### src/rtl/csr_rec_packer_pkg.sv
// Shared types for the CSR record packer: the 256-bit record layout, the
// commit slot index, and the ring-occupancy helper.
package csr_rec_pkg;

  typedef struct packed {
    logic [63:0] w3;
    logic [63:0] w2;
    logic [63:0] w1;
    logic [63:0] w0;
  } rec_t;

  localparam logic [1:0] COMMIT_IDX = 2'd3;

  localparam int unsigned OFF_W = 64;
  typedef logic [OFF_W-1:0] off_t;

  function automatic off_t ring_used(input off_t head, input off_t tail, input off_t capacity);
    return (head >= tail) ? head - tail : head + capacity - tail;
  endfunction

endpackage

### src/rtl/csr_rec_packer_fifo.sv
// DEPTH-entry synchronous record FIFO with synchronous clear; a push into a
// full FIFO is accepted when a pop happens in the same cycle.
module csr_rec_fifo
  import csr_rec_pkg::*;
#(
  parameter int unsigned DEPTH = 8
) (
  input  logic                     clk,
  input  logic                     rst,
  input  logic                     i_clr,
  input  logic                     i_push,
  input  logic                     i_pop,
  input  rec_t                     i_wr_data,
  output rec_t                     o_rd_data,
  output logic [$clog2(DEPTH):0]   o_count,
  output logic                     o_full,
  output logic                     o_empty
);

  localparam int unsigned AW = $clog2(DEPTH);

  rec_t          r_mem [DEPTH];
  logic [AW-1:0] r_wptr;
  logic [AW-1:0] r_rptr;
  logic [AW:0]   r_count;
  logic          w_push;
  logic          w_pop;

  assign o_full    = (r_count == (AW+1)'(DEPTH));
  assign o_empty   = (r_count == '0);
  assign o_count   = r_count;
  assign o_rd_data = r_mem[r_rptr];
  assign w_pop     = i_pop && !o_empty;
  assign w_push    = i_push && (!o_full || w_pop);

  always_ff @(posedge clk or posedge rst) begin
    if (rst) begin
      r_wptr  <= '0;
      r_rptr  <= '0;
      r_count <= '0;
    end else if (i_clr) begin
      r_wptr  <= '0;
      r_rptr  <= '0;
      r_count <= '0;
    end else begin
      if (w_push) r_wptr <= r_wptr + 1'b1;
      if (w_pop)  r_rptr <= r_rptr + 1'b1;
      if (w_push && !w_pop)      r_count <= r_count + 1'b1;
      else if (!w_push && w_pop) r_count <= r_count - 1'b1;
    end
  end

  always_ff @(posedge clk) begin
    if (w_push && !i_clr) r_mem[r_wptr] <= i_wr_data;
  end

endmodule

### src/rtl/csr_rec_packer.sv
// Packs 64-bit CSR writes into 256-bit records and issues them to the host-buffer
// writer while the ring has space. Optional build macro: CSR_REC_PACK_TSTAMP_EN.
module csr_rec_packer
  import csr_rec_pkg::*;
#(
  parameter int unsigned DEPTH = 8,
  parameter int unsigned CW    = 64
) (
  input  logic                     clk,
  input  logic                     rst,
  input  logic                     csr_wr_valid,
  input  logic [1:0]               csr_wr_idx,
  input  logic [63:0]              csr_wr_data,
  input  logic                     flush,
  input  logic                     tx_full,
  input  logic [CW-1:0]            capacity,
  input  logic [CW-1:0]            tail,
  output logic                     new_go,
  output logic [255:0]             data,
  output logic [$clog2(DEPTH):0]   fifo_count,
  output logic                     ring_full,
  output logic [31:0]              drop_cnt,
  output logic                     overflow
);

  logic [63:0]   r_w0;
  logic [63:0]   r_w1;
  logic [63:0]   r_w2;
  logic [CW-1:0] r_head;
  logic          r_new_go;
  rec_t          r_data;
  logic [31:0]   r_drop_cnt;
  logic          r_overflow;

  logic          w_commit;
  logic          w_issue;
  logic          w_push;
  logic          w_drop;
  logic          w_full;
  logic          w_empty;
  logic          w_ring_full;
  logic [63:0]   w_w0;
  off_t          w_used;
  rec_t          w_rec;
  rec_t          w_rd_data;

`ifdef CSR_REC_PACK_TSTAMP_EN
  logic [63:0]   r_cyc;

  always_ff @(posedge clk or posedge rst) begin
    if (rst) r_cyc <= '0;
    else     r_cyc <= r_cyc + 1'b1;
  end

  assign w_w0 = r_cyc;
`else
  assign w_w0 = r_w0;
`endif

  // One ring slot always stays empty, so full is reached at used == capacity-1.
  assign w_used      = ring_used(off_t'(r_head), off_t'(tail), off_t'(capacity));
  assign w_ring_full = (capacity < CW'(2)) || (w_used >= off_t'(capacity) - 1'b1);

  assign w_commit = csr_wr_valid && (csr_wr_idx == COMMIT_IDX) && !flush;
  assign w_issue  = !w_empty && !tx_full && !w_ring_full && !flush;
  assign w_push   = w_commit && (!w_full || w_issue);
  assign w_drop   = w_commit && w_full && !w_issue;
  assign w_rec    = '{w3: csr_wr_data, w2: r_w2, w1: r_w1, w0: w_w0};

  csr_rec_fifo #(.DEPTH(DEPTH)) u_fifo (
    .clk       (clk),
    .rst       (rst),
    .i_clr     (flush),
    .i_push    (w_push),
    .i_pop     (w_issue),
    .i_wr_data (w_rec),
    .o_rd_data (w_rd_data),
    .o_count   (fifo_count),
    .o_full    (w_full),
    .o_empty   (w_empty)
  );

  always_ff @(posedge clk or posedge rst) begin
    if (rst) begin
      r_w0 <= '0;
      r_w1 <= '0;
      r_w2 <= '0;
    end else if (csr_wr_valid) begin
      case (csr_wr_idx)
        2'd0:    r_w0 <= csr_wr_data;
        2'd1:    r_w1 <= csr_wr_data;
        2'd2:    r_w2 <= csr_wr_data;
        default: ;
      endcase
    end
  end

  // Head mirror follows the writer's offset update; a head left beyond a
  // shrunken capacity wraps to 0 on the next pop.
  always_ff @(posedge clk or posedge rst) begin
    if (rst) begin
      r_head   <= '0;
      r_new_go <= 1'b0;
      r_data   <= '0;
    end else begin
      r_new_go <= w_issue;
      if (flush) begin
        r_head <= '0;
      end else if (w_issue) begin
        r_head <= (r_head < capacity - 1'b1) ? r_head + 1'b1 : '0;
        r_data <= w_rd_data;
      end
    end
  end

  always_ff @(posedge clk or posedge rst) begin
    if (rst) begin
      r_drop_cnt <= '0;
      r_overflow <= 1'b0;
    end else if (w_drop) begin
      r_overflow <= 1'b1;
      if (r_drop_cnt != '1) r_drop_cnt <= r_drop_cnt + 1'b1;
    end
  end

  assign new_go    = r_new_go;
  assign data      = r_data;
  assign ring_full = w_ring_full;
  assign drop_cnt  = r_drop_cnt;
  assign overflow  = r_overflow;

endmodule

### config.mk
export PLATFORM = sky130hd
export DESIGN_NAME = csr_rec_packer
export DESIGN_NICKNAME = d
export VERILOG_FILES = /design/src/rtl/csr_rec_packer_pkg.sv /design/src/rtl/csr_rec_packer_fifo.sv /design/src/rtl/csr_rec_packer.sv
export SDC_FILE = /design/constraint.sdc
export NUM_CORES = 2
export LEC_CHECK = 0
export BUFFER_PORTS_ARGS = -buffer_cell sky130_fd_sc_hd__buf_2
export CAP_MARGIN = 25
export CORE_ASPECT_RATIO = 0.6
export CORE_MARGIN = 3
export CORE_UTILIZATION = 56
export DETAILED_ROUTE_END_ITERATION = 12
export PLACE_DENSITY = 0.75
export SETUP_SLACK_MARGIN = 0.02
export SLEW_MARGIN = 20
export SYNTH_ARGS = -nofsm -noshare
export SYNTH_HDL_FRONTEND = slang
export SYNTH_HIERARCHICAL = 1
export SYNTH_SLANG_ARGS = --single-unit
### constraint.sdc
create_clock -name clk -period 32.5 [get_ports clk]
set_clock_uncertainty 0.1 [all_clocks]
set_input_delay 6.5 -clock clk [delete_from_list [all_inputs] [get_ports clk]]
set_output_delay 6.5 -clock clk [all_outputs]
set_load 0.02 [all_outputs]
## Word level (Yosys, flattened, before mapping)

Memories as Yosys holds them, arrays and structs flattened. A register that Yosys moved wholly into a read port is not among the register bits.
Index checks and enable logic that the tools add are counted.

- Add/sub/neg operators: 10
- Muxes and demuxes: 13
- Bitwise operators: 1
- Equality and inequality tests: 5
- $lt $le $gt $ge: 4
- Reductions and logical operators: 35

Operator list:

| cell | number |
|---|---|
| 64-bit 2-to-1 mux | 4 |
| 64-bit >= comparator | 2 |
| 64-bit subtractor | 2 |
| 64-bit by 1-bit adder with 64-bit output (second input constant) | 1 |
| 64-bit adder | 1 |
| 64-bit by 2-bit < comparator with 1-bit output (second input constant) | 1 |
| 64-bit < comparator | 1 |
| 64-bit by 1-bit subtractor with 64-bit output (second input constant) | 1 |
| 32-bit by 1-bit adder with 32-bit output (second input constant) | 1 |
| 32-bit inequality test (second input constant) | 1 |
| 1-bit logical AND | 13 |
| 3-bit 2-to-1 mux | 4 |
| 4-bit 2-to-1 mux | 3 |
| 2-bit AND reduction | 5 |
| 1-bit zero test | 8 |
| 3-bit by 1-bit adder with 3-bit output (second input constant) | 2 |
| 2-bit nonzero test | 3 |
| 4-bit by 1-bit adder with 4-bit output (second input constant) | 1 |
| 2-bit == test (second input constant) | 2 |
| 4-bit == test (second input constant) | 1 |
| 4-bit zero test | 1 |
| 4-bit by 1-bit subtractor with 4-bit output (second input constant) | 1 |
| 1-bit logical OR | 3 |
| 3-bit nonzero test | 1 |
| other kinds (4) | 5 |

- Output and inout port bits: 295
- Input port bits: 199
- Flip-flop bits (word level): 300
- Bits in writable memories: 2048
- Word-level logic and storage cells: 79
- Memories kept: 1

Memories:

| memory | words | width | read ports | clocked after Yosys merged registers in | write ports | line | text |
|---|---|---|---|---|---|---|---|
| u_fifo.r_mem | 8 | 256 | 1 | 1 | 1 | csr_rec_packer_fifo.sv:22 | `rec_t r_mem [DEPTH];` |

## Logic depth before layout (Yosys ltp)

- Word-level depth: 16
- Mapped depth: 37
- Depth with buffers taken out: 35

## By module

Netlist, hierarchy kept.

By module, submodules not included:

| module | instances | sequential area each (um^2) | area each (um^2) | cells an instance |
|---|---|---|---|---|
| csr_rec_fifo | 1 | 61749.2 | 77513.1 | 3034 |
| csr_rec_packer | 1 | 13663.1 | 36212.2 | 3635 |

## Worst setup path before layout

OpenSTA, ideal clock, no wires.

- Path type: input to register
- Start: input capacity[34]
- End: memory u_fifo/r_mem[0][0] (netlist name) (enable)
- Setup slack: -5.146 ns
- Arrival: 36.018 ns
- Setup time: 1.528 ns
- Stages: 30
- Cells stage by stage: inv_1 fa_1 inv_1 ha_1 clkbuf_1 nand2_1 or3_1 or3_1 nor4_1 a32oi_1 a21oi_1 a31oi_1 o21bai_1 mux2_2 a311o_1 ha_1 a21o_1 a21o_1 a21oi_1 o211ai_1 a21oi_1 nand3_2 a21o_1 buf_4 buf_2 a21boi_0 o21ai_1 inv_1 nand2b_1 nor4_1

- Longest elaborated chain between the ends: 14
- Elaborated cells between the ends (all ways): 18
- Those cells by class: add/sub (3); order compare (2); mux (3); reduce/logical (10)

RTL lines:

| element | line | text |
|---|---|---|
| start, declared | csr_rec_packer.sv:16 | `input logic [CW-1:0] capacity,` |
| 64-bit adder | csr_rec_packer_pkg.sv:18 | `return (head >= tail) ? head - tail : head + capacity - tail;` |
| 64-bit subtractor | csr_rec_packer_pkg.sv:18 |  |
| 64-bit 2-to-1 mux | csr_rec_packer_pkg.sv:18 |  |
| 64-bit >= comparator | csr_rec_packer.sv:62 | `assign w_ring_full = (capacity < CW'(2)) \|\| (w_used >= off_t'(capacity) - 1'b1);` |
| 1-bit logical OR (*) | csr_rec_packer.sv:62 |  |
| 1-bit zero test (*) | csr_rec_packer.sv:65 | `assign w_issue = !w_empty && !tx_full && !w_ring_full && !flush;` |
| 1-bit logical AND (*) (2 in a row) | csr_rec_packer.sv:65 |  |
| 1-bit logical OR (*) | csr_rec_packer.sv:66 | `assign w_push = w_commit && (!w_full \|\| w_issue);` |
| 1-bit logical AND (*) | csr_rec_packer.sv:66 |  |
| via w_push | csr_rec_packer.sv:37 | `logic w_push;` |
| 1-bit logical AND (*) | csr_rec_packer_fifo.sv:34 | `assign w_push = i_push && (!o_full \|\| w_pop);` |
| 1-bit logical AND (*) | csr_rec_packer_fifo.sv:54 | `if (w_push && !i_clr) r_mem[r_wptr] <= i_wr_data;` |
| 1-bit 2-to-1 mux (*) | csr_rec_packer_fifo.sv:54 |  |
| 1-bit 2-to-1 mux (implied by the code) (*) | csr_rec_packer_fifo.sv:54 |  |
| end, declared | csr_rec_packer_fifo.sv:22 |  |

Mark *: on every way through the listed nets, which the timed path passes. The rest lies on a longest branch.

## Worst setup path after layout

- Start: input capacity[7]
- End: output ring_full

- Longest elaborated chain between the ends: 5
- Elaborated cells between the ends (all ways): 7
- Those cells by class: add/sub (3); order compare (2); mux (1); reduce/logical (1)

RTL lines:

| element | line | text |
|---|---|---|
| 64-bit adder | csr_rec_packer_pkg.sv:18 |  |
| 64-bit subtractor | csr_rec_packer_pkg.sv:18 |  |
| 64-bit 2-to-1 mux | csr_rec_packer_pkg.sv:18 |  |
| 64-bit >= comparator | csr_rec_packer.sv:62 |  |
| 1-bit logical OR (*) | csr_rec_packer.sv:62 |  |
| end, declared | csr_rec_packer.sv:21 | `output logic ring_full,` |

Mark *: on every way between the ends. The rest lies on a longest branch, timed or not.

==> reports/metrics.yaml <==
p_seq_frac: 0.523
hpwl_microns: 187000
ys_warn_count: 6
setup_ws_ps: 11910
switching_share: 0.265
cts_buffers: 228
final_nets: 7724
die_area_sq_um: 209000
fin_tns_setup_ps: 0
netlist_top_cells_count: "edfxtp_1, mux2_2, dfrtp_1"
start_util: 0.566
busiest_layer: "met1"
power.density_nw_per_um2: 62.0
p_switching_uw: 2080
syn_avg_cell_area_sq_um: 17.1
yosysMostFrequentCell: "edfxtp_1"
io_pins: 494
wl_microns: 299000
min_path_type: "reg2reg"
grtUsageMet1: 0.435
crit_top_cell: "inv_1"
clk_pin_slew_worst_paths_ps: 60
use_met2: 0.412
ys_ff_latch: 2604
worstSkewPairLatency_ps: 900
final-max-slew-violation-count: 0
fin_hold_ws_ps: 381
yosysTopAreaCellShare: 0.541
stdcell_count: 10100
timing.reg2reg.setup_slack_ps: 20390
fillers: 14100
ctsHtreeMaxLevel: 4
cts_hold_buf: 0
critPathMaxFanout: 5
path_cells: "buf_2, inv_1, fa_1, inv_1, ha_1, a21oi_1, nand2_1, o21ai_0, o211ai_1, o41ai_1, o21ai_1, a41oi_1, o41ai_1, xnor2_1, mux2i_1, ha_1, nand4_1, nor2_1, nand2_1, nor3_1, inv_1, nor3_1, a21o_1, buf_2"
p_comb_frac: 0.130
drc_errors: 0
slew-limit-headroom: 0.131
final-setup-viol-count: 0
num_rows: 127
slowest_delay_ps: 930
synth-main-ff-cell: "edfxtp_1"
peakVddDrop_uv: 57.0
final.min_clock_period_ps: 20590
gr-usage-met3: 0.0699
drt-pass1-iter-count: 6
grt_pass1_wl_microns: 436000
via_per_inst: 6.32
cts_resized: 0
fmax_ghz: 0.0486
area_delta_synth_final_pct: 11.4
fin_util: 0.631
critPathLaunchType: "primary input"
die_x_microns: 588
drive_gt1_frac: 0.290
port_buffers: 493
p_leak_uw: 0.0456
syn_nets: 7195
root_buffer: "clkbuf_16"
critPathKind: "in2out"
drt-wirelength-per-cell_microns: 29.5
worstMarginPinSlew_ps: 1290
endpoint_kind: "primary output"
cts_tree: "yes"
crit_slowest_cell: "o41ai_1"
crit_arrival_ps: 13990
ys_seq_area_frac: 0.663
p_int_uw: 5770
hold_viol_final: 0
synth_area_sq_um: 114000
drt_iter0_drc: 7315
post_cts_buffers: 0
dp_slack_ps: 12110
status: "finished clean"
rsz0062_at_grt: "no"
synth_cell_types: 90
synth_area_leaders: "edfxtp_1, dfrtp_1, mux4_2"
grt_max_degree: 175
clkPwrFrac: 0.346
gp_congestion: 1.01
clk_path_buf_depth: 4
synth-edff-count: 2048
period_share: 0.634
core_sq_um: 201000
track_usage: 0.284
crit_required_ps: 25900
overflow: 0
cts_sinks: 2604
dp_cells: 9671
drv_cap: 0
die_h_microns: 355
synth_top_area_cell: "edfxtp_1"
antenna_found_initial: 29
antenna_left: 0
syn_inst: 6669
first_global_vias: 62600
async_flop_share: 0.214
vias: 64100
metal layers:
metal | part of all wire | up-vias
met2 | 0.44 | 3059
li1 | - | 27100
met1 | 0.43 | 33500
met4 | 0.026 | 10
met3 | 0.096 | 392
met5 | 0.0014 | -
worst paths after layout:
path                              from                   to  depth (start not counted)
min in group asynchronous          rst    u_fifo/o_count[3]                          2
setup / recovery           capacity[7]            ring_full                         24
max in group asynchronous          rst            data[111]                          4
setup reg to reg             r_head[0]  u_fifo/r_mem[0][94]                         33
hold reg to reg               overflow             overflow                          1
hold / removal                overflow             overflow                          1
kinds of logic after synthesis:
kind of cell	share of synthesized area
AND/OR/NAND/NOR	0.0390
adder cells (fa/ha/maj)	0.0403
AO/OA/AOI/OAI	0.0419
buffers and inverters	0.0266
flip-flops	0.663
XOR/XNOR	0.0169
multiplexers	0.172
state kept, by name, summed over array words and instances, names as in the netlist:
| register | cells |
|---|---|
| data | 256 |
| r_w2 | 64 |
| u_fifo/o_count | 4 |
| u_fifo/r_mem | 2048 |
| r_head | 64 |
| u_fifo/r_rptr | 3 |
| drop_cnt | 32 |
| u_fifo/r_wptr | 3 |
| r_w1 | 64 |
| new_go | 1 |
| r_w0 | 64 |
| overflow | 1 |
area by class of cell:
cell class,count,area (sq um),share of cell area
Sequential cell,2604,75400,0.596
Multi-Input combinational cell,3406,35400,0.280
Clock buffer,322,6370,0.0503
Timing Repair Buffer,594,3490,0.0275
Tap cell,2709,3390,0.0268
Inverter,364,1370,0.0108
Clock inverter,99,1080,0.00857
Antenna cell,35,87.6,0.000692
critical path: cells and delay by family:
| family | cells | cell delay, ps |
|---|---|---|
| buf+inv | 5 | 500 |
| xor+xnor | 1 | 160 |
| fa+ha+maj | 3 | 1200 |
| mux | 1 | 90 |
| simple gates | 6 | 1810 |
| compound gates | 8 | 3700 |
metrics by stage:
| step | cell area (sq um) | power [uW] |
|---|---|---|
| 5_1_grt | 127000 | 8130 |
| 2_1_floorplan | 114000 | 4690 |
| 3_5_place_dp | 119000 | 5200 |
| 6_report | 127000 | 7850 |
| 3_3_place_gp | 119000 | 5160 |
| 4_1_cts | 126000 | 7910 |
placed cells by master, fill, tap and decap left out, drive strengths merged, types with 17 or more instances in the layout:
cell and instances:
nand3 90, xor2 67, nor4 50, inv 373, a21o 112, or3 27
mux4 512, nor2 187, o31ai 17, edfxtp 2048, nand4 92, ha 262
a21oi 261, bufinv 18, clkbuf 322, mux2 708, o21a 25, a211oi 19
nor3 94, nand2 208, clkinv 65, o21ai 172, o21bai 27, fa 65
dfrtp 556, diode 35, and3 22, nor2b 22, xnor2 153, buf 594
a31oi 18
power by group through the flow:
stage	Clock, uW	Sequential [uW]	Combinational, uW
after floorplan	0	4280	406
after global placement	0	4160	1010
after detailed placement	0	4180	1020
after CTS	2770	4110	1030
after global routing	2900	4140	1090
final	2720	4110	1020
(Power assumes the default switching activity.)
